File: src/rtl/riscv_ex_pkg.sv
// Shared definitions for the EX operand stage: ALU opcodes, registered control
// bundle and the bubble value loaded on flush, hazard or an empty decode slot.
package riscv_ex_pkg;

    localparam logic [3:0] ALU_AND = 4'b0000;
    localparam logic [3:0] ALU_OR  = 4'b0001;
    localparam logic [3:0] ALU_ADD = 4'b0010;
    localparam logic [3:0] ALU_SUB = 4'b0011;
    localparam logic [3:0] ALU_SLL = 4'b0100;
    localparam logic [3:0] ALU_SRL = 4'b0101;
    localparam logic [3:0] ALU_SRA = 4'b0111;
    localparam logic [3:0] ALU_EQ  = 4'b1000;
    localparam logic [3:0] ALU_XOR = 4'b1001;
    localparam logic [3:0] ALU_NE  = 4'b1010;
    localparam logic [3:0] ALU_SLT = 4'b1100;
    localparam logic [3:0] ALU_GE  = 4'b1101;
    localparam logic [3:0] ALU_LT  = 4'b1110;

    typedef struct packed {
        logic valid;
        logic reg_write;
        logic mem_read;
        logic mem_write;
        logic mem_to_reg;
        logic branch;
        logic a_sel_pc;
        logic b_sel_imm;
    } ex_ctrl_t;

    localparam ex_ctrl_t EX_BUBBLE = '0;

endpackage

File: src/rtl/forward_unit.sv
// Combinational operand selector: MEM result beats WB result beats the
// register-file value captured at ID/EX; register x0 is never forwarded.
module forward_unit #(
    parameter int DATA_WIDTH     = 32,
    parameter int REG_ADDR_WIDTH = 5
) (
    input  logic [REG_ADDR_WIDTH-1:0] idx,
    input  logic [DATA_WIDTH-1:0]     rf_data,
    input  logic                      mem_reg_write,
    input  logic [REG_ADDR_WIDTH-1:0] mem_rd,
    input  logic [DATA_WIDTH-1:0]     mem_result,
    input  logic                      wb_reg_write,
    input  logic [REG_ADDR_WIDTH-1:0] wb_rd,
    input  logic [DATA_WIDTH-1:0]     wb_result,
    output logic [DATA_WIDTH-1:0]     fwd_data
);

    logic mem_hit;
    logic wb_hit;

    assign mem_hit = mem_reg_write && (mem_rd != '0) && (mem_rd == idx);
    assign wb_hit  = wb_reg_write  && (wb_rd  != '0) && (wb_rd  == idx);

    always_comb begin
        fwd_data = rf_data;
        if (mem_hit) begin
            fwd_data = mem_result;
        end else if (wb_hit) begin
            fwd_data = wb_result;
        end
    end

endmodule

File: src/rtl/ex_operand_stage.sv
// ID/EX pipeline register with MEM/WB forwarding into the ALU operands and
// load-use hazard detection that inserts a single bubble.
module ex_operand_stage
    import riscv_ex_pkg::*;
#(
    parameter int DATA_WIDTH     = 32,
    parameter int OPCODE_LENGTH  = 4,
    parameter int REG_ADDR_WIDTH = 5
) (
    input  logic                      clk,
    input  logic                      reset,
    input  logic                      stall,
    input  logic                      flush,
    input  logic                      id_valid,
    input  logic [DATA_WIDTH-1:0]     id_pc,
    input  logic [DATA_WIDTH-1:0]     id_rs1_data,
    input  logic [DATA_WIDTH-1:0]     id_rs2_data,
    input  logic [DATA_WIDTH-1:0]     id_imm,
    input  logic [REG_ADDR_WIDTH-1:0] id_rs1,
    input  logic [REG_ADDR_WIDTH-1:0] id_rs2,
    input  logic [REG_ADDR_WIDTH-1:0] id_rd,
    input  logic [OPCODE_LENGTH-1:0]  id_alu_op,
    input  logic                      id_a_sel_pc,
    input  logic                      id_b_sel_imm,
    input  logic                      id_reg_write,
    input  logic                      id_mem_read,
    input  logic                      id_mem_write,
    input  logic                      id_mem_to_reg,
    input  logic                      id_branch,
    input  logic                      mem_reg_write,
    input  logic [REG_ADDR_WIDTH-1:0] mem_rd,
    input  logic [DATA_WIDTH-1:0]     mem_result,
    input  logic                      wb_reg_write,
    input  logic [REG_ADDR_WIDTH-1:0] wb_rd,
    input  logic [DATA_WIDTH-1:0]     wb_result,
    output logic [DATA_WIDTH-1:0]     SrcA,
    output logic [DATA_WIDTH-1:0]     SrcB,
    output logic [OPCODE_LENGTH-1:0]  Operation,
    output logic                      ex_valid,
    output logic                      ex_reg_write,
    output logic                      ex_mem_read,
    output logic                      ex_mem_write,
    output logic                      ex_mem_to_reg,
    output logic                      ex_branch,
    output logic [REG_ADDR_WIDTH-1:0] ex_rd,
    output logic [DATA_WIDTH-1:0]     ex_pc,
    output logic [DATA_WIDTH-1:0]     ex_imm,
    output logic [DATA_WIDTH-1:0]     ex_store_data,
    output logic                      hazard_stall
);

    ex_ctrl_t                  ctrl_reg;
    ex_ctrl_t                  id_ctrl;
    logic [OPCODE_LENGTH-1:0]  op_reg;
    logic [REG_ADDR_WIDTH-1:0] rs1_reg;
    logic [REG_ADDR_WIDTH-1:0] rs2_reg;
    logic [REG_ADDR_WIDTH-1:0] rd_reg;
    logic [DATA_WIDTH-1:0]     pc_reg;
    logic [DATA_WIDTH-1:0]     rs1_data_reg;
    logic [DATA_WIDTH-1:0]     rs2_data_reg;
    logic [DATA_WIDTH-1:0]     imm_reg;

    logic [REG_ADDR_WIDTH-1:0] src_idx [2];
    logic [DATA_WIDTH-1:0]     src_rf  [2];
    logic [DATA_WIDTH-1:0]     src_fwd [2];

    always_comb begin
        id_ctrl            = EX_BUBBLE;
        id_ctrl.valid      = id_valid;
        id_ctrl.reg_write  = id_reg_write;
        id_ctrl.mem_read   = id_mem_read;
        id_ctrl.mem_write  = id_mem_write;
        id_ctrl.mem_to_reg = id_mem_to_reg;
        id_ctrl.branch     = id_branch;
        id_ctrl.a_sel_pc   = id_a_sel_pc;
        id_ctrl.b_sel_imm  = id_b_sel_imm;
    end

    // A load in EX cannot forward to the instruction in decode until it reaches MEM.
    assign hazard_stall = !flush && ctrl_reg.valid && ctrl_reg.mem_read
                          && (rd_reg != '0) && id_valid
                          && ((id_rs1 == rd_reg) || (id_rs2 == rd_reg));

    always_ff @(posedge clk or posedge reset) begin
        if (reset) begin
            ctrl_reg     <= EX_BUBBLE;
            op_reg       <= '0;
            rs1_reg      <= '0;
            rs2_reg      <= '0;
            rd_reg       <= '0;
            pc_reg       <= '0;
            rs1_data_reg <= '0;
            rs2_data_reg <= '0;
            imm_reg      <= '0;
        end else if (flush || (!stall && (hazard_stall || !id_valid))) begin
            ctrl_reg     <= EX_BUBBLE;
            op_reg       <= '0;
            rs1_reg      <= '0;
            rs2_reg      <= '0;
            rd_reg       <= '0;
            pc_reg       <= '0;
            rs1_data_reg <= '0;
            rs2_data_reg <= '0;
            imm_reg      <= '0;
        end else if (!stall) begin
            ctrl_reg     <= id_ctrl;
            op_reg       <= id_alu_op;
            rs1_reg      <= id_rs1;
            rs2_reg      <= id_rs2;
            rd_reg       <= id_rd;
            pc_reg       <= id_pc;
            rs1_data_reg <= id_rs1_data;
            rs2_data_reg <= id_rs2_data;
            imm_reg      <= id_imm;
        end
    end

    assign src_idx[0] = rs1_reg;
    assign src_idx[1] = rs2_reg;
    assign src_rf[0]  = rs1_data_reg;
    assign src_rf[1]  = rs2_data_reg;

    generate
        for (genvar gi = 0; gi < 2; gi++) begin : g_fwd
            forward_unit #(
                .DATA_WIDTH    (DATA_WIDTH),
                .REG_ADDR_WIDTH(REG_ADDR_WIDTH)
            ) u_forward_unit (
                .idx          (src_idx[gi]),
                .rf_data      (src_rf[gi]),
                .mem_reg_write(mem_reg_write),
                .mem_rd       (mem_rd),
                .mem_result   (mem_result),
                .wb_reg_write (wb_reg_write),
                .wb_rd        (wb_rd),
                .wb_result    (wb_result),
                .fwd_data     (src_fwd[gi])
            );
        end
    endgenerate

    assign SrcA          = ctrl_reg.a_sel_pc  ? pc_reg  : src_fwd[0];
    assign SrcB          = ctrl_reg.b_sel_imm ? imm_reg : src_fwd[1];
    assign ex_store_data = src_fwd[1];
    assign Operation     = op_reg;

    assign ex_valid      = ctrl_reg.valid;
    assign ex_reg_write  = ctrl_reg.reg_write;
    assign ex_mem_read   = ctrl_reg.mem_read;
    assign ex_mem_write  = ctrl_reg.mem_write;
    assign ex_mem_to_reg = ctrl_reg.mem_to_reg;
    assign ex_branch     = ctrl_reg.branch;
    assign ex_rd         = rd_reg;
    assign ex_pc         = pc_reg;
    assign ex_imm        = imm_reg;

endmodule

File: config.mk
export PLATFORM = sky130hd
export DESIGN_NAME = ex_operand_stage
export DESIGN_NICKNAME = d
export VERILOG_FILES = /design/src/rtl/riscv_ex_pkg.sv /design/src/rtl/forward_unit.sv /design/src/rtl/ex_operand_stage.sv
export SDC_FILE = /design/constraint.sdc
export NUM_CORES = 1
export LEC_CHECK = 0
export ABC_AREA = 1
export CAP_MARGIN = 5
export CORE_MARGIN = 10
export CORE_UTILIZATION = 24
export CTS_BUF_LIST = sky130_fd_sc_hd__clkbuf_16
export DETAILED_ROUTE_END_ITERATION = 10
export PLACE_DENSITY = 0.51
export SLEW_MARGIN = 10
export SYNTH_ARGS = -nofsm -noshare
export SYNTH_HDL_FRONTEND = slang
export SYNTH_SLANG_ARGS = --single-unit
File: constraint.sdc
create_clock -name clk -period 6.3 [get_ports clk]
set_clock_uncertainty 0.2 [all_clocks]
set_input_delay 1.26 -clock clk [delete_from_list [all_inputs] [get_ports clk]]
set_output_delay 1.26 -clock clk [all_outputs]
set_load 0.005 [all_outputs]
Yosys cells after proc, flatten, opt, wreduce, memory -nomap -nowiden:

Index checks and enable logic that the tools add are counted.

* equality and inequality tests: 7
* muxes and demuxes: 24
* reductions and logical operators: 21

Operators with widths (count)
* 32-bit two-way mux: 14
* 5-bit equality test: 6
* 5-bit two-way mux: 6
* 8-bit two-way mux: 2
* 5-bit nonzero test: 3
* 1-bit logical AND: 12
* 4-bit two-way mux: 2
* 1-bit logical NOT: 3
* 1-bit logical OR: 3
* 2-bit by 1-bit != test with 1-bit output, second input constant: 1

* flip-flop bits (word level): 155
* bits of input ports: 235
* output and inout bits: 176
* word-level logic and storage cells: 68

Longest topological paths before layout:

Gate-level depths: netlist of the first run.

* depth after elaboration: 10
* depth in mapped cells: 11
* depth with buffers taken out: 10

Hierarchy:

Synthesis of the first run repeated with hierarchy kept, for this count alone.

* cell total of the unflattened synthesis: 1575
* area total of the unflattened synthesis: 11479.8 sq um

Modules (own cells, without submodules)
* ex_operand_stage: times used 1, cells an instance 979, area each 8524.4 sq um, seq. area each 3878.7 sq um
* forward_unit: times used 2, cells an instance 298, area each 1477.7 sq um, seq. area each 0.0 sq um

Worst setup path before layout of the first run:

No wires, ideal clock.

* path kind: input -> output
* from: input port mem_rd[2]
* to: output port ex_store_data[10]
* arrival time: 2181 ps
* required time: 4840 ps
* path slack: 2659 ps
* stages: 7
* path buffers: 1
* path through: nor2_1 > nand2_1 > o21ai_2 > nand3b_2 > buf_6 > nand3_1 > and2_1

* cells in the longest elaborated chain, start to end: 4
* elaborated cells between the ends (all ways): 5
* classes of those cells: 1 x eq/ne; 1 x mux; 3 x reduce/logical

RTL lines
* start, declared: line ex_operand_stage.sv:31 `input logic [REG_ADDR_WIDTH-1:0] mem_rd,`
* 5-bit nonzero test: line forward_unit.sv:21 `assign mem_hit = mem_reg_write && (mem_rd != '0) && (mem_rd == idx);`
* 1-bit logical AND: line forward_unit.sv:21
* 1-bit logical AND *: line forward_unit.sv:21
* 32-bit two-way mux *: line forward_unit.sv:26 `if (mem_hit) begin`
* end, declared: line ex_operand_stage.sv:48 `output logic [DATA_WIDTH-1:0] ex_store_data,`

Every way passes the cells marked *; elsewhere a longest branch is shown, timed or not.

Worst setup path after layout of the first run:

* from: input port mem_rd[0]
* to: output port SrcB[25]

* cells in the longest elaborated chain, start to end: 5
* elaborated cells between the ends (all ways): 6
* classes of those cells: 1 x eq/ne; 2 x mux; 3 x reduce/logical

RTL lines
* 5-bit nonzero test: line forward_unit.sv:21
* 1-bit logical AND: line forward_unit.sv:21
* 1-bit logical AND *: line forward_unit.sv:21
* 32-bit two-way mux *: line forward_unit.sv:26
* 32-bit two-way mux *: line ex_operand_stage.sv:143 `assign SrcB = ctrl_reg.b_sel_imm ? imm_reg : src_fwd[1];`
* end, declared: line ex_operand_stage.sv:37 `output logic [DATA_WIDTH-1:0] SrcB,`

Marks and branches as above.

==> results of run 1 <==
-- area by class of cell --
cell class | count | area, µm²
Fill cell | 4212 | 25260
Antenna cell | 10 | 25.02
Inverter | 51 | 201.4
Clock buffer | 17 | 425.4
Tap cell | 525 | 656.9
Clock inverter | 15 | 158.9
Sequential cell | 155 | 3880
Timing Repair Buffer | 430 | 4279
Multi-Input combinational cell | 1019 | 5025
-- tightest hold or removal path: stages (launching register included) --
cell     delay [ns]
dfrtp_1        0.34
nand2_1        0.05
nand2_1        0.06
-- power breakdown --
part	internal (µW)	total, µW	switching, µW	leakage (µW)
clock	616	1090	470	0.000291
combinational	350	705	355	0.00415
sequential	1050	1090	47.1	0.00209
total	2010	2880	872	0.00653
-- Yosys cell counts (all sizes together) --
cell type  number  area share [%]
nand2         490              19
nand3         192             9.9
dfrtp         155              40
nand4         128             8.2
buf            80             5.4
o21ai          68             3.5
inv            43             1.7
clkbuf         37             1.4
nand3b         34             2.7
and2           32             2.1
o21bai         32             2.5
nor2           18            0.93
xor2           13             1.2
xnor2          11            0.99
clkinv          8            0.31
nor3            1            0.17
-- stage by stage --
step           hold WS, ns  cell area, µm²  util [%]  setup WS [ns]  std cells
2_1_floorplan       0.2498            9716         -         0.6618       1342
3_3_place_gp        0.2648           14040     35.18         0.5177       2180
3_5_place_dp        0.2663           14040     35.18         0.5831       2180
4_1_cts             0.2862           14630     36.64         0.5808       2212
5_1_grt             0.2952           14650     36.69         0.3210       2220
6_report            0.2806           14650     36.71         0.5400       2222
-- metal layers --
layer	wire length (µm)	GRT usage, %	share of wire, %	up-vias
li1	-	-	-	5170
met1	24350	28.20	45	5380
met2	24560	33.02	45	460
met3	3911	5.774	7.2	62
met4	1257	8.014	2.3	4
met5	27	0	0.050	-
-- how the worst max path moves through the flow --
| stage | startpoint | endpoint | slack (ns) | depth (start not counted) |
|---|---|---|---|---|
| final | mem_rd[0] | SrcB[25] | 0.54 | 9 |
| after global routing | mem_rd[0] | SrcB[25] | 0.32 | 9 |
| after CTS | mem_rd[0] | SrcB[25] | 0.58 | 9 |
| after detailed placement | mem_rd[0] | SrcB[25] | 0.58 | 9 |
| after global placement | mem_rd[0] | SrcB[15] | 0.52 | 9 |
| after floorplan | reset | Operation[0]$_DFFE_PP0P_ | 0.66 | 1 |
-- cell families (layout without fill, tap and decap cells) --
kind of cell              after synthesis  in the layout  synth area share (%)
and+or+nand+nor                       895            895                 43.07
AOI/OAI and AO/OA                     100            100                 6.014
xor gates and xnor gates               24             24                 2.164
buffers and inverters                 168            513                 8.835
DFF                                   155            155                 39.92
other                                   0             10                     0
==> results.cfg, run 1 <==
[status]
status = finished, final reports clean

[sta]
timing.slew.headroom_pct = 25.05
rsz0062_at_grt = no
fmax_mhz = 173.6
finalSetupViolCount = 0
drv_slew = 0
worst_pin_slew_ns = 1.118
min_period_ns = 5.760
hold_viol = 0
finalSetupTns_ns = 0
fin_crit_sh_pct = 91.43

[clock_tree]
tritoncts = built
numCtsBuffers = 17
clk_pin_slew_ns = 0.06
post_cts_buffers = 0
clockBufferDepth = 2
clock_sink_count = 155
clkLatencyLatePin_ns = 0.45
cts-htree-levels = 4
postCtsHoldBufs = 0
root_buffer = clkbuf_16
cts_resized = 0

[floorplanning]
coreArea_um2 = 39910
initial_core_util_pct = 24.34
die_area_um2 = 48930
die_h_um = 221.2
die_w_um = 221.2
io-pin-count = 411
rows = 73

[routing]
wl_mm = 54.11
drt-initial-drc-count = 699
post-route-drc-count = 0
vias_per_cell = 4.985
firstDrtPassIters = 5
ant_nets = 0
wl_per_cell_um = 24.35
num_vias = 11080

[power]
ir_drop_mv = 0.1862
p_per_area_nw_per_um2 = 196.8
power.total_uw = 2884
p_leak_uw = 0.006531

[global_route]
grt_max_degree = 94
overflow = 0
grt_pass1_wl_mm = 79.81
grt_pass1_vias = 11090
antenna_found_initial = 11
grt_use_total_pct = 21.48

[setup_path]
crit_arrival_ns = 4.30
crit_path_cell_trace = clkdlybuf4s50_1, xnor2_1, nand2_1, nor2_1, nand3b_2, nand3_1, nand3_1, nand2_1, clkdlybuf4s50_1
end_kind = output port
regToRegEndpoint = ex_imm[27]$_DFFE_PP0P_
crit_type = in -> out
worst_setup_path_start_kind = primary input
path_delay_family = simple AND/OR/NAND/NOR gates
reg2regPathDepth = 8
crit_buf_inv = 2
rr_startpoint = ex_rd[0]$_DFFE_PP0P_
reg2reg_slack_ns = 3.66
slowest_delay_ns = 0.81
cp_slowest_cell = nand3b_2
required_ns = 4.84
cp_max_fo = 32

[layout]
area_growth_pct = 50.81
layout_commonest_cell = nand2_1
drive_gt1_share_pct = 4.268
layout.nets = 1909
layout_common_cells = nand2_1 (486), clkdlybuf4s50_1 (410), nand3_1 (191)

[place]
gp_congestion = 0.8755
portBuffers = 410
place_hpwl_mm = 39.03

[worst_hold_path]
worstHoldStart = rs2_data_reg[17]$_DFFE_PP0P_
worstHoldPathType = reg -> reg
hold_depth = 2
worstHoldEndpoint = rs2_data_reg[17]$_DFFE_PP0P_

[synth]
ys_warn_count = 0
synthCells = 1342
syn_avg_cell_area_um2 = 7.240
synth_cell_type_count = 29
syn_area_um2 = 9716
synth_seq_cells = 155
synth_nets = 1577
ys_seq_area_share_pct = 39.92

[run]
drv_cap = 0
Power figures use the tool's default switching activity.
==> inputs of run 2 (changes only) <==
--- a/config.mk
+++ b/config.mk
@@ -7,11 +7,13 @@
 export LEC_CHECK = 0
 export ABC_AREA = 1
 export CAP_MARGIN = 5
-export CORE_MARGIN = 10
+export CELL_PAD_IN_SITES_DETAIL_PLACEMENT = 1
+export CELL_PAD_IN_SITES_GLOBAL_PLACEMENT = 1
+export CORE_MARGIN = 2
 export CORE_UTILIZATION = 24
 export CTS_BUF_LIST = sky130_fd_sc_hd__clkbuf_16
 export DETAILED_ROUTE_END_ITERATION = 10
-export PLACE_DENSITY = 0.51
+export PLACE_DENSITY = 0.69
 export SLEW_MARGIN = 10
 export SYNTH_ARGS = -nofsm -noshare
 export SYNTH_HDL_FRONTEND = slang
==> run 2 against run 1 <==
Compared with the run above:
- total power shrank 0.78%
- setup slack gained 0.28 ns
- maximum frequency grew 5.0%
- routed wire length shrank 5.6%
- sequential power is essentially flat
- register-to-register slack lost 0.67 ns
- global-route usage grew 2.8 points
- first-iteration DRC count grew 0.86%
- worst hold slack gained 0.0017 ns
- final cell count shrank 0.41%
- critical path type unchanged
==> results.cfg, run 2 (synthesized netlist as in run 1, its figures left out) <==
[place]
portBuffers = 410
place_hpwl_mm = 35.58
gp_congestion = 0.8693

[setup_path]
crit_arrival_ns = 4.02
cp_slowest_cell = clkdlybuf4s50_1
worst_setup_path_start_kind = primary input
slowest_delay_ns = 0.54
end_kind = output port
rr_startpoint = ex_rd[0]$_DFFE_PP0P_
crit_type = in -> out
startpoint = mem_rd[1]
cp_max_fo = 17
required_ns = 4.84
crit_path_cell_trace = clkdlybuf4s50_1, xnor2_1, nand2_1, nor2_1, nand3b_2, buf_4, nand3_1, nand3_1, nand2_1, clkdlybuf4s50_1

[floorplanning]
die_w_um = 205.2
die_h_um = 205.2
die_area_um2 = 42110
rows = 73
io-pin-count = 411
coreArea_um2 = 39820
initial_core_util_pct = 24.40

[routing]
ant_nets = 0
firstDrtPassIters = 5
wl_per_cell_um = 23.08
drt-initial-drc-count = 705
wl_mm = 51.08
num_vias = 11150
vias_per_cell = 5.038
post-route-drc-count = 0

[power]
ir_drop_mv = 0.1860
switchingPower_uw = 851.1
p_per_area_nw_per_um2 = 195.6
p_sw_share_pct = 29.74
clockPowerShare_pct = 37.6
combPwrFrac_pct = 24.0
intPower_uw = 2010
power.total_uw = 2861
p_leak_uw = 0.006505
p_seq_share_pct = 38.4

[clock_tree]
cts-htree-levels = 4
clkLatencyLatePin_ns = 0.44
numCtsBuffers = 17
post_cts_buffers = 0
clockBufferDepth = 2
tritoncts = built
cts_resized = 0
root_buffer = clkbuf_16
clock_sink_count = 155
postCtsHoldBufs = 0
clk_pin_slew_ns = 0.07

[sta]
finalSetupViolCount = 0
worst_pin_slew_ns = 0.9675
drv_slew = 0
fin_crit_sh_pct = 87.05
rsz0062_at_grt = no
finalSetupTns_ns = 0
hold_viol = 0
min_period_ns = 5.484
fmax_mhz = 182.3
timing.slew.headroom_pct = 35.50

[layout]
drive_gt1_share_pct = 4.159
layout_common_cells = nand2_1 (486), clkdlybuf4s50_1 (410), nand3_1 (191)
layout_commonest_cell = nand2_1
nFillCells = 4883
layout.nets = 1907
area_growth_pct = 50.60

[global_route]
grt_pass1_vias = 11530
grt_max_degree = 155
grt_use_total_pct = 24.24
antenna_found_initial = 6
overflow = 0
grt_pass1_wl_mm = 75.82

[worst_hold_path]
worstHoldStart = rs1_data_reg[29]$_DFFE_PP0P_
worstHoldPathType = reg -> reg

[status]
status = finished, final reports clean

[run]
drv_cap = 0
-- run 2: per-layer routing --
metal	track usage [%]	vias up	part of all wire, %
met3	5.622	65	6.4
li1	-	5155	-
met4	7.888	4	2.5
met1	33.32	5527	45
met5	0	-	0.053
met2	37.49	399	46
-- run 2: worst max-delay path: cells and delay by family --
family                 cells  cell delay [ns]
XOR/XNOR                   1             0.14
AND/OR/NAND/NOR            6             1.15
buffers and inverters      3             1.46
-- run 2: layout make-up --
cell class | count | area, µm² | area share (%)
multi-input cells | 1019 | 5025 | 34.34
repair buffers | 428 | 4277 | 29.23
flip-flops and latches | 155 | 3881 | 26.53
well taps | 525 | 656.9 | 4.489
clock buffers | 17 | 425.4 | 2.907
inverters | 51 | 201.4 | 1.377
clock inverters | 13 | 152.6 | 1.043
diodes | 5 | 12.51 | 0.08551
-- run 2: final timing paths --
check,slack [ns],cells past startpoint,end
worst max-delay path,0.82,10,SrcB[21]
worst min-delay path,0.28,2,rs1_data_reg[29]$_DFFE_PP0P_
worst max register to register,2.99,9,ex_imm[10]$_DFFE_PP0P_
worst min register to register,0.28,2,rs1_data_reg[29]$_DFFE_PP0P_
max in group asynchronous,3.75,3,ex_imm[14]$_DFFE_PP0P_
min in group asynchronous,1.12,2,Operation[3]$_DFFE_PP0P_
-- run 2: power groups by stage --
| stage | Combinational [µW] | Sequential [µW] | Clock [µW] |
|---|---|---|---|
| 2_1_floorplan | 262 | 1100 | 0 |
| 3_3_place_gp | 681 | 1120 | 0 |
| 3_5_place_dp | 689 | 1120 | 0 |
| 4_1_cts | 693 | 1100 | 1110 |
| 5_1_grt | 742 | 1110 | 1140 |
| 6_report | 686 | 1100 | 1080 |
-- run 2: per-stage QoR --
| stage | hold WS, ns | cell area [µm²] | utilization [%] | std cells | setup WS [ns] |
|---|---|---|---|---|---|
| global route | 0.3011 | 14630 | 36.73 | 2211 | 0.6862 |
| global placement | 0.2646 | 14040 | 35.26 | 2178 | 0.8693 |
| finish | 0.2823 | 14630 | 36.74 | 2213 | 0.8157 |
| floorplan | 0.2498 | 9716 | - | 1342 | 0.6618 |
| detailed placement | 0.2673 | 14040 | 35.26 | 2178 | 0.8289 |
| CTS | 0.2849 | 14620 | 36.71 | 2208 | 0.8289 |
